File: src/rtl/zero_stuff_pkg.sv
// rtl/zero_stuff_pkg.sv - shared state encoding and line constants for zero_stuff_tx
//
// Purpose : types and constants shared by the zero-stuffing transmitter files.
// Contents: state_t  (IDLE=0, SHIFT=1, STUFF=2, 2-bit encoding)
//           LINE_IDLE (level the serial line rests at when nothing is sent)
package zero_stuff_pkg;

    typedef enum logic [1:0] {
        IDLE  = 2'd0,
        SHIFT = 2'd1,
        STUFF = 2'd2
    } state_t;

    localparam logic LINE_IDLE = 1'b1;

endpackage

File: src/rtl/zero_stuff_tx_if.sv
// rtl/zero_stuff_tx_if.sv - word handshake and serial line bundle for zero_stuff_tx
//
// Purpose : groups the parallel input handshake and the serial line outputs.
// Signals : dataIn[WIDTH], dataValid  - word from the source
//           dataReady                 - transmitter accepts dataIn on this edge
//           outBit, outValid, stuffing - serial line, its qualifier, stuffed-bit flag
//           busy                      - transmitter not idle
// Modports: master = word source / line observer, slave = transmitter
interface zero_stuff_tx_if #(
    parameter int WIDTH = 8
);
    logic [WIDTH-1:0] dataIn;
    logic             dataValid;
    logic             dataReady;
    logic             outBit;
    logic             outValid;
    logic             stuffing;
    logic             busy;

    modport master (
        output dataIn,
        output dataValid,
        input  dataReady,
        input  outBit,
        input  outValid,
        input  stuffing,
        input  busy
    );

    modport slave (
        input  dataIn,
        input  dataValid,
        output dataReady,
        output outBit,
        output outValid,
        output stuffing,
        output busy
    );
endinterface

File: src/rtl/zero_run_tracker.sv
// rtl/zero_run_tracker.sv - consecutive-zero counter that flags when a stuff bit is due
//
// Purpose : counts consecutive data zeros seen on the line.
// Ports   : clock, reset (async active-low)
//           bit_i        - data bit currently on the line
//           valid_i      - bit_i is a data bit this cycle
//           clear_i      - line shows a one that is not data (idle or stuffed)
//           stuff_next_o - current zero completes a MAX_ZEROS run; stuff next cycle
module zero_run_tracker #(
    parameter int MAX_ZEROS = 2
) (
    input  logic clock,
    input  logic reset,
    input  logic bit_i,
    input  logic valid_i,
    input  logic clear_i,
    output logic stuff_next_o
);
    localparam int RW = $clog2(MAX_ZEROS + 1);

    logic [RW-1:0] run_q;
    logic [RW-1:0] run_d;

    // Combinational on the bit being shown now, so the FSM can pick STUFF
    // at the very edge that ends this bit.
    assign stuff_next_o = valid_i && !bit_i && (run_q == RW'(MAX_ZEROS - 1));

    always_comb begin
        run_d = run_q;
        if (clear_i) begin
            run_d = '0;
        end else if (valid_i) begin
            run_d = bit_i ? '0 : run_q + RW'(1);
        end
    end

    always_ff @(posedge clock or negedge reset) begin
        if (!reset) begin
            run_q <= '0;
        end else begin
            run_q <= run_d;
        end
    end

endmodule

File: src/rtl/zero_stuff_tx.sv
// rtl/zero_stuff_tx.sv - zero-stuffing serial transmitter
//
// Purpose : takes WIDTH-bit words over a valid/ready handshake and sends them
//           one bit per clock, inserting a '1' after every MAX_ZEROS zeros.
// Ports   : clock - rising-edge clock
//           reset - asynchronous active-low reset
//           bus   - zero_stuff_tx_if.slave (dataIn/dataValid/dataReady,
//                   outBit/outValid/stuffing/busy)
module zero_stuff_tx
    import zero_stuff_pkg::*;
#(
    parameter int WIDTH     = 8,
    parameter int MAX_ZEROS = 2,
    parameter int MSB_FIRST = 1
) (
    input  logic            clock,
    input  logic            reset,
    zero_stuff_tx_if.slave  bus
);
    localparam int CW = $clog2(WIDTH + 1);

    state_t           state_q, state_d;
    logic [WIDTH-1:0] sreg_q, sreg_d;
    logic [CW-1:0]    bitcnt_q, bitcnt_d;   // data bits not yet finished, incl. the one on the line in SHIFT
    logic             out_bit_q, out_bit_d;
    logic             out_valid_q, out_valid_d;
    logic             stuffing_q, stuffing_d;
    logic             reset_done_q;

    logic data_ready;
    logic accept;
    logic stuff_next;

    function automatic logic first_bit(input logic [WIDTH-1:0] w);
        return (MSB_FIRST != 0) ? w[WIDTH-1] : w[0];
    endfunction

    function automatic logic [WIDTH-1:0] shift_word(input logic [WIDTH-1:0] w);
        return (MSB_FIRST != 0) ? (w << 1) : (w >> 1);
    endfunction

    zero_run_tracker #(
        .MAX_ZEROS (MAX_ZEROS)
    ) u_tracker (
        .clock        (clock),
        .reset        (reset),
        .bit_i        (out_bit_q),
        .valid_i      (state_q == SHIFT),
        .clear_i      (state_q != SHIFT),
        .stuff_next_o (stuff_next)
    );

    // Ready only where the line would otherwise fall idle, so an accepted
    // word always continues the stream without a gap.
    always_comb begin
        data_ready = 1'b0;
        unique case (state_q)
            IDLE:    data_ready = 1'b1;
            SHIFT:   data_ready = (bitcnt_q == CW'(1)) && !stuff_next;
            STUFF:   data_ready = (bitcnt_q == '0);
            default: data_ready = 1'b0;
        endcase
        data_ready = data_ready && reset_done_q;
    end

    assign accept = bus.dataValid && data_ready;

    always_comb begin
        state_d     = state_q;
        sreg_d      = sreg_q;
        bitcnt_d    = bitcnt_q;
        out_bit_d   = out_bit_q;
        out_valid_d = out_valid_q;
        stuffing_d  = 1'b0;

        unique case (state_q)
            SHIFT: begin
                bitcnt_d = bitcnt_q - CW'(1);
                if (stuff_next) begin
                    state_d     = STUFF;
                    out_bit_d   = 1'b1;
                    out_valid_d = 1'b1;
                    stuffing_d  = 1'b1;
                end else if (bitcnt_q > CW'(1)) begin
                    out_bit_d = first_bit(sreg_q);
                    sreg_d    = shift_word(sreg_q);
                end else begin
                    state_d     = IDLE;
                    out_bit_d   = LINE_IDLE;
                    out_valid_d = 1'b0;
                end
            end
            STUFF: begin
                // bitcnt already excludes the bit before the stuff; the
                // next data bit keeps the count unchanged.
                if (bitcnt_q != '0) begin
                    state_d     = SHIFT;
                    out_bit_d   = first_bit(sreg_q);
                    sreg_d      = shift_word(sreg_q);
                    out_valid_d = 1'b1;
                end else begin
                    state_d     = IDLE;
                    out_bit_d   = LINE_IDLE;
                    out_valid_d = 1'b0;
                end
            end
            default: begin
                state_d     = IDLE;
                out_bit_d   = LINE_IDLE;
                out_valid_d = 1'b0;
                bitcnt_d    = '0;
            end
        endcase

        // A new word overrides the idle/hold choice made above; data_ready
        // guarantees this only happens where nothing else is pending.
        if (accept) begin
            state_d     = SHIFT;
            out_bit_d   = first_bit(bus.dataIn);
            sreg_d      = shift_word(bus.dataIn);
            bitcnt_d    = CW'(WIDTH);
            out_valid_d = 1'b1;
            stuffing_d  = 1'b0;
        end
    end

    always_ff @(posedge clock or negedge reset) begin
        if (!reset) begin
            state_q      <= IDLE;
            sreg_q       <= '0;
            bitcnt_q     <= '0;
            out_bit_q    <= LINE_IDLE;
            out_valid_q  <= 1'b0;
            stuffing_q   <= 1'b0;
            reset_done_q <= 1'b0;
        end else begin
            state_q      <= state_d;
            sreg_q       <= sreg_d;
            bitcnt_q     <= bitcnt_d;
            out_bit_q    <= out_bit_d;
            out_valid_q  <= out_valid_d;
            stuffing_q   <= stuffing_d;
            reset_done_q <= 1'b1;
        end
    end

    assign bus.dataReady = data_ready;
    assign bus.outBit    = out_bit_q;
    assign bus.outValid  = out_valid_q;
    assign bus.stuffing  = stuffing_q;
    assign bus.busy      = (state_q != IDLE);

endmodule

File: src/flat_wrapper.sv
// flat-port wrapper written by rule: the top's interface ports become plain ports
module zero_stuff_tx_flat import zero_stuff_pkg::*;
#(
    parameter int WIDTH     = 8,
    parameter int MAX_ZEROS = 2,
    parameter int MSB_FIRST = 1
)
  (clock, reset, bus_dataIn, bus_dataValid, bus_dataReady, bus_outBit, bus_outValid, bus_stuffing, bus_busy);
  zero_stuff_tx_if #(.WIDTH(WIDTH)) bus_i ();
  input  logic clock;
  input  logic reset;
  input wire logic [$bits(bus_i.dataIn)-1:0] bus_dataIn;
  input wire logic [$bits(bus_i.dataValid)-1:0] bus_dataValid;
  output wire logic [$bits(bus_i.dataReady)-1:0] bus_dataReady;
  output wire logic [$bits(bus_i.outBit)-1:0] bus_outBit;
  output wire logic [$bits(bus_i.outValid)-1:0] bus_outValid;
  output wire logic [$bits(bus_i.stuffing)-1:0] bus_stuffing;
  output wire logic [$bits(bus_i.busy)-1:0] bus_busy;
  assign bus_i.dataIn = bus_dataIn;
  assign bus_i.dataValid = bus_dataValid;
  assign bus_dataReady = bus_i.dataReady;
  assign bus_outBit = bus_i.outBit;
  assign bus_outValid = bus_i.outValid;
  assign bus_stuffing = bus_i.stuffing;
  assign bus_busy = bus_i.busy;
  zero_stuff_tx #(.WIDTH(WIDTH), .MAX_ZEROS(MAX_ZEROS), .MSB_FIRST(MSB_FIRST)) u_core (.clock(clock), .reset(reset), .bus(bus_i));
endmodule
File: config.mk
export PLATFORM = sky130hd
export DESIGN_NAME = zero_stuff_tx_flat
export DESIGN_NICKNAME = d
export VERILOG_FILES = /design/src/rtl/zero_stuff_pkg.sv /design/src/rtl/zero_stuff_tx_if.sv /design/src/rtl/zero_run_tracker.sv /design/src/rtl/zero_stuff_tx.sv /design/src/flat_wrapper.sv
export SDC_FILE = /design/constraint.sdc
export NUM_CORES = 1
export LEC_CHECK = 0
export ABC_CLOCK_PERIOD_IN_PS = 5000
export CORE_UTILIZATION = 57
export CTS_CLUSTER_DIAMETER = 100
export DETAILED_ROUTE_END_ITERATION = 6
export GPL_ROUTABILITY_DRIVEN = 0
export PLACE_DENSITY_LB_ADDON = 0.05
export SLEW_MARGIN = 15
export SYNTH_ARGS = -nofsm -noshare
export SYNTH_HDL_FRONTEND = slang
export SYNTH_SLANG_ARGS = --single-unit
File: constraint.sdc
create_clock -name clock -period 5 [get_ports clock]
set_clock_uncertainty 0.05 [all_clocks]
set_input_delay 0.75 -clock clock [delete_from_list [all_inputs] [get_ports clock]]
set_output_delay 0.75 -clock clock [all_outputs]
set_load 0.05 [all_outputs]
# Yosys cells after proc, flatten, opt, wreduce, memory -nomap -nowiden
# Cells that the tools add are included.
# classes
reduce_logical	14
mux	29
n_addsub	2
eq_ne	10
magnitude_cmp	1
# ops
op	count
8-bit two-way mux	4
8-bit one-hot mux with 2 select lines	1
1-bit two-way mux	12
2-bit two-way mux	6
4-bit one-hot mux with 2 select lines	1
3-bit by 1-bit != test with 1-bit output, second input constant	2
1-bit logical AND	5
2-bit by 1-bit == test with 1-bit output, second input constant	2
4-bit by 1-bit == test with 1-bit output, second input constant	1
4-bit by 1-bit > comparator with 1-bit output, second input constant	1
4-bit zero test	1
4-bit two-way mux	1
2-bit by 1-bit != test with 1-bit output, second input constant	2
4-bit by 2-bit != test with 1-bit output, second input constant	1
1-bit one-hot mux with 2 select lines	2
2-bit one-hot mux with 2 select lines	1
4-bit AND reduction	1
2-bit nonzero test	2
4-bit nonzero test	1
4-bit by 1-bit subtractor with 4-bit output, second input constant	1
3-bit by 2-bit != test with 1-bit output, second input constant	1
1-bit one-hot mux with 3 select lines	1
3-bit nonzero test	1
2-bit by 1-bit adder with 2-bit output, second input constant	1
other kinds (3)	4
# totals
ff_bits	20
inputBits	11
wordCells	64

# Longest topological paths before layout
# depth
ltp_word	10
depth_mapped	7
depth_no_buf	6

# Cells and area by module
# From an unflattened synthesis, not the netlist that was laid out.
# hier_totals
cells_unflattened	117
area_unflattened_um2	1156.1
# by_module_without_submodules
mod	cells_each	instances	area_per_inst_um2
zero_stuff_tx	107	1	1043.5
zero_run_tracker	10	1	112.6

# Least setup slack after synthesis
# OpenSTA, ideal clock, no wires.
# synth_path
path_kind	reg-to-output
start	register u_core.state_q[0]
end	output port bus_dataReady
slack_ns	1.814
required_time_ns	4.200
t_arrival_ns	2.386
path_stages_with_launch	7
cell_sequence	dfrtp_1 -> inv_1 -> ha_1 -> nor4bb_4 -> a311oi_1 -> buf_4 -> nor3b_1
# synth_between
elab_chain_len	7
# synth_rtl
element	line_no	source
start, declared	zero_stuff_tx.sv:22	state_t state_q, state_d;
start signal, assigned	zero_stuff_tx.sv:137	state_q <= state_d;
2-bit by 1-bit == test with 1-bit output	zero_stuff_tx.sv:48, zero_stuff_tx.sv:57	
1-bit logical AND (2 in series)	zero_run_tracker.sv:26	assign stuff_next_o = valid_i && !bit_i && (run_q == RW'(MAX_ZEROS - 1));
1-bit zero test	zero_stuff_tx.sv:59	SHIFT: data_ready = (bitcnt_q == CW'(1)) && !stuff_next;
1-bit logical AND	zero_stuff_tx.sv:59	
1-bit one-hot mux with 3 select lines (*)	zero_stuff_tx.sv:57	unique case (state_q)
1-bit logical AND (*)	zero_stuff_tx.sv:63	data_ready = data_ready && reset_done_q;
end, declared	flat_wrapper.sv:14	output wire logic [$bits(bus_i.dataReady)-1:0] bus_dataReady;
# Mark *: on every way between the ends. The rest lies on a longest branch, timed or not.

# Worst setup path after layout
# Ends and elaborated chain as after synthesis.

==> results.toml <==
[status]
status = "completed"

[placement]
place_ws_ps = 1380
post-dp-hpwl_um = 1570
dp_cells = 152
placed_area_mm2 = 0.00129
portBuffers = 15

[power_and_ir_drop]
p_per_area_mw_per_mm2 = 273
leakagePower_uw = 0.000541
max-vdd-ir-drop_mv = 0.162

[die]
dieArea_mm2 = 0.00221
start_util_pct = 64.0
die_h_um = 47.0
io_pins = 16
std_cell_rows = 15
core_mm2 = 0.00180
fp.dieW_um = 47.0

[yosys]
synth_flop_cell = "dfrtp_1"
synth_top_area_share_pct = 39.1
synth_fp_nets = 137
syn_inst = 118
netlist_area_mm2 = 0.00115
ys_seq_area_share_pct = 41.4
async_flop_share_pct = 100
ys_types = 36
synth_edf_count = 0
synth.largest_area_cell = "dfrtp_1"
synth_area_leaders = "dfrtp_1, ha_1, nand3b_1"
synth_commonest_cells = "dfrtp_1, nor2_1"
yosysMostFrequentCell = "dfrtp_1"
avgSynthCellArea_um2 = 9.77
ys_seq_elements = 19
ys_warn_count = 0

[drt]
route.vias.total = 880
routedWlPerCell_um = 13.8
dr_wl_met3_um = 114
wl_met1_um = 1030
drtPass1Iterations = 4
wl_um = 2160
wl_met2_um = 1000
drt_iter0_drc = 18
drtAntennaViolNets = 0
vias_per_cell = 5.64
highest_layer = "met4"
drcViolationCount = 0

[hold_path]
min_from = "u_core.u_tracker.run_q[0]"
hold_path_class = "flip-flop to flip-flop"
hold_path_end = "u_core.u_tracker.run_q[0]"
whs_path_depth = 1

[setup_path]
arrival_ps = 3170
slowest_delay_ps = 830
critical_path_class = "flip-flop to output pin"
worstSetupEndpointType = "output pin"
slowest_stage = "clkdlybuf4s50_1"
cp_max_fo = 15
worstRegToRegCells = 7
rr_endpoint = "u_core.sreg_q[6]"
cp.required_ps = 4200
r2r_start = "u_core.state_q[0]"
cp_cell_sequence = "inv_1 > ha_1 > nor4bb_4 > a311oi_1 > buf_4 > nor3b_1 > clkdlybuf4s50_1"
rrSetupSlack_ps = 2460
start_kind = "flip-flop"

[clocking]
htreeDepth = 1
cts_sinks = 19
cts_hold_buffers = 0
cts.path.max_buffers = 2
cts_tree = "done"
root_buffer = "clkbuf_4"
clk_latency_ps = 290
numCtsBuffers = 3
clkTransAtPathRegs_ps = 100
post_cts_buffers = 0
cts_resized = 0

[finish]
drive_gt1_share_pct = 6.87
diodes = 0
final_area_mm2 = 0.00132
fin_nets = 151
instances_no_fill = 156
fillers = 145
area_growth_pct = 14.1

[sta]
setup_ws_ps = 1030
fmax_mhz = 252
relSlewSlack_pct = 45.8
setup_viol = 0
rsz0062_at_grt = "false"
worst_pin_slew_ps = 811
fin_crit_sh_pct = 79.3
min_period_ps = 3970
maxSlewViolCount = 0
hold_viol = 0
timing.setup.tns_ps = 0

[global_routing]
grt_max_degree = 20
grt_pass1_wl_um = 3310
grt_pass1_vias = 803
antenna_found_initial = 0
gr-usage-all-layers_pct = 21.2
grt_overflow_total = 0

[run]
drv_cap = 0
## cell type report
type / count / area (um2) / share of cell area [%]
multi-input cells: 84 / 593 / 45.1
clock buffers: 4 / 26.3 / 2.00
well taps: 25 / 31.3 / 2.38
inverters: 8 / 30.0 / 2.28
flip-flops and latches: 19 / 477 / 36.3
repair buffers: 16 / 158 / 12.0
## where the power goes
part / switching (uW) / internal [uW]
logic: 51.4 / 41.9
registers: 16.6 / 174
clock network: 44.4 / 31.0
total: 112 / 247
## per-stage QoR
stage / hold WS (ps) / util [%] / total power [uW]
after floorplan: 360 / - / 261
after global placement: 372 / 71.5 / 285
after detailed placement: 385 / 71.5 / 287
after CTS: 400 / 73.0 / 363
after global routing: 415 / 73.0 / 380
final: 394 / 73.0 / 360
## cell usage in the layout, fill, tap and decap left out, types with 5 or more instances in the layout
cell	count
inv_1	8
dfrtp_1	18
clkdlybuf4s50_1	15
a31oi_1	7
nand3b_1	8
ha_1	8
nand2_1	5
nor3_1	8
nor2_1	10
o21ai_0	8
## worst max path at each step
stage                            startpoint       endpoint  slack, ps  cells after the start
final                     u_core.state_q[0]  bus_dataReady       1030                      7
after CTS                 u_core.state_q[0]  bus_dataReady       1030                      7
after global routing      u_core.state_q[0]  bus_dataReady        780                      7
after floorplan           u_core.state_q[0]  bus_dataReady       1810                      6
after detailed placement  u_core.state_q[0]  bus_dataReady       1380                      7
after global placement    u_core.state_q[0]  bus_dataReady       1470                      7
## flip-flops by register name, summed over array words and instances, names as in the netlist
register / cells
u_core.sreg_q: 7
u_core.bitcnt_q: 4
u_core.state_q: 2
u_core.u_tracker.run_q: 2
u_core.bus.outBit: 1
u_core.bus.outValid: 1
u_core.bus.stuffing: 1
u_core.reset_done_q: 1
## critical path: cells and delay by family, from the launching register on
kind	cells	cell delay (ps)
compound gates	1	110
flops	1	410
buf+inv	3	1140
simple gates	2	820
fa+ha+maj	1	390
## cells by family (layout without fill, tap and decap cells)
logic type / count (synthesis) / count (layout) / synth area share (%)
simple gates: 44 / 44 / 23.5
compound gates: 31 / 31 / 19.0
flops: 19 / 19 / 41.4
buf+inv: 15 / 28 / 7.17
fa+ha+maj: 8 / 8 / 8.69
other cells: 1 / 1 / 0.325
## layer usage
metal | vias up | track usage [%]
li1 | 450 | -
met1 | 405 | 28.5
met2 | 23 | 34.7
met3 | 2 | 3.46
met4 | 0 | 7.43
met5 | - | 0
(Power assumes the default switching activity.)
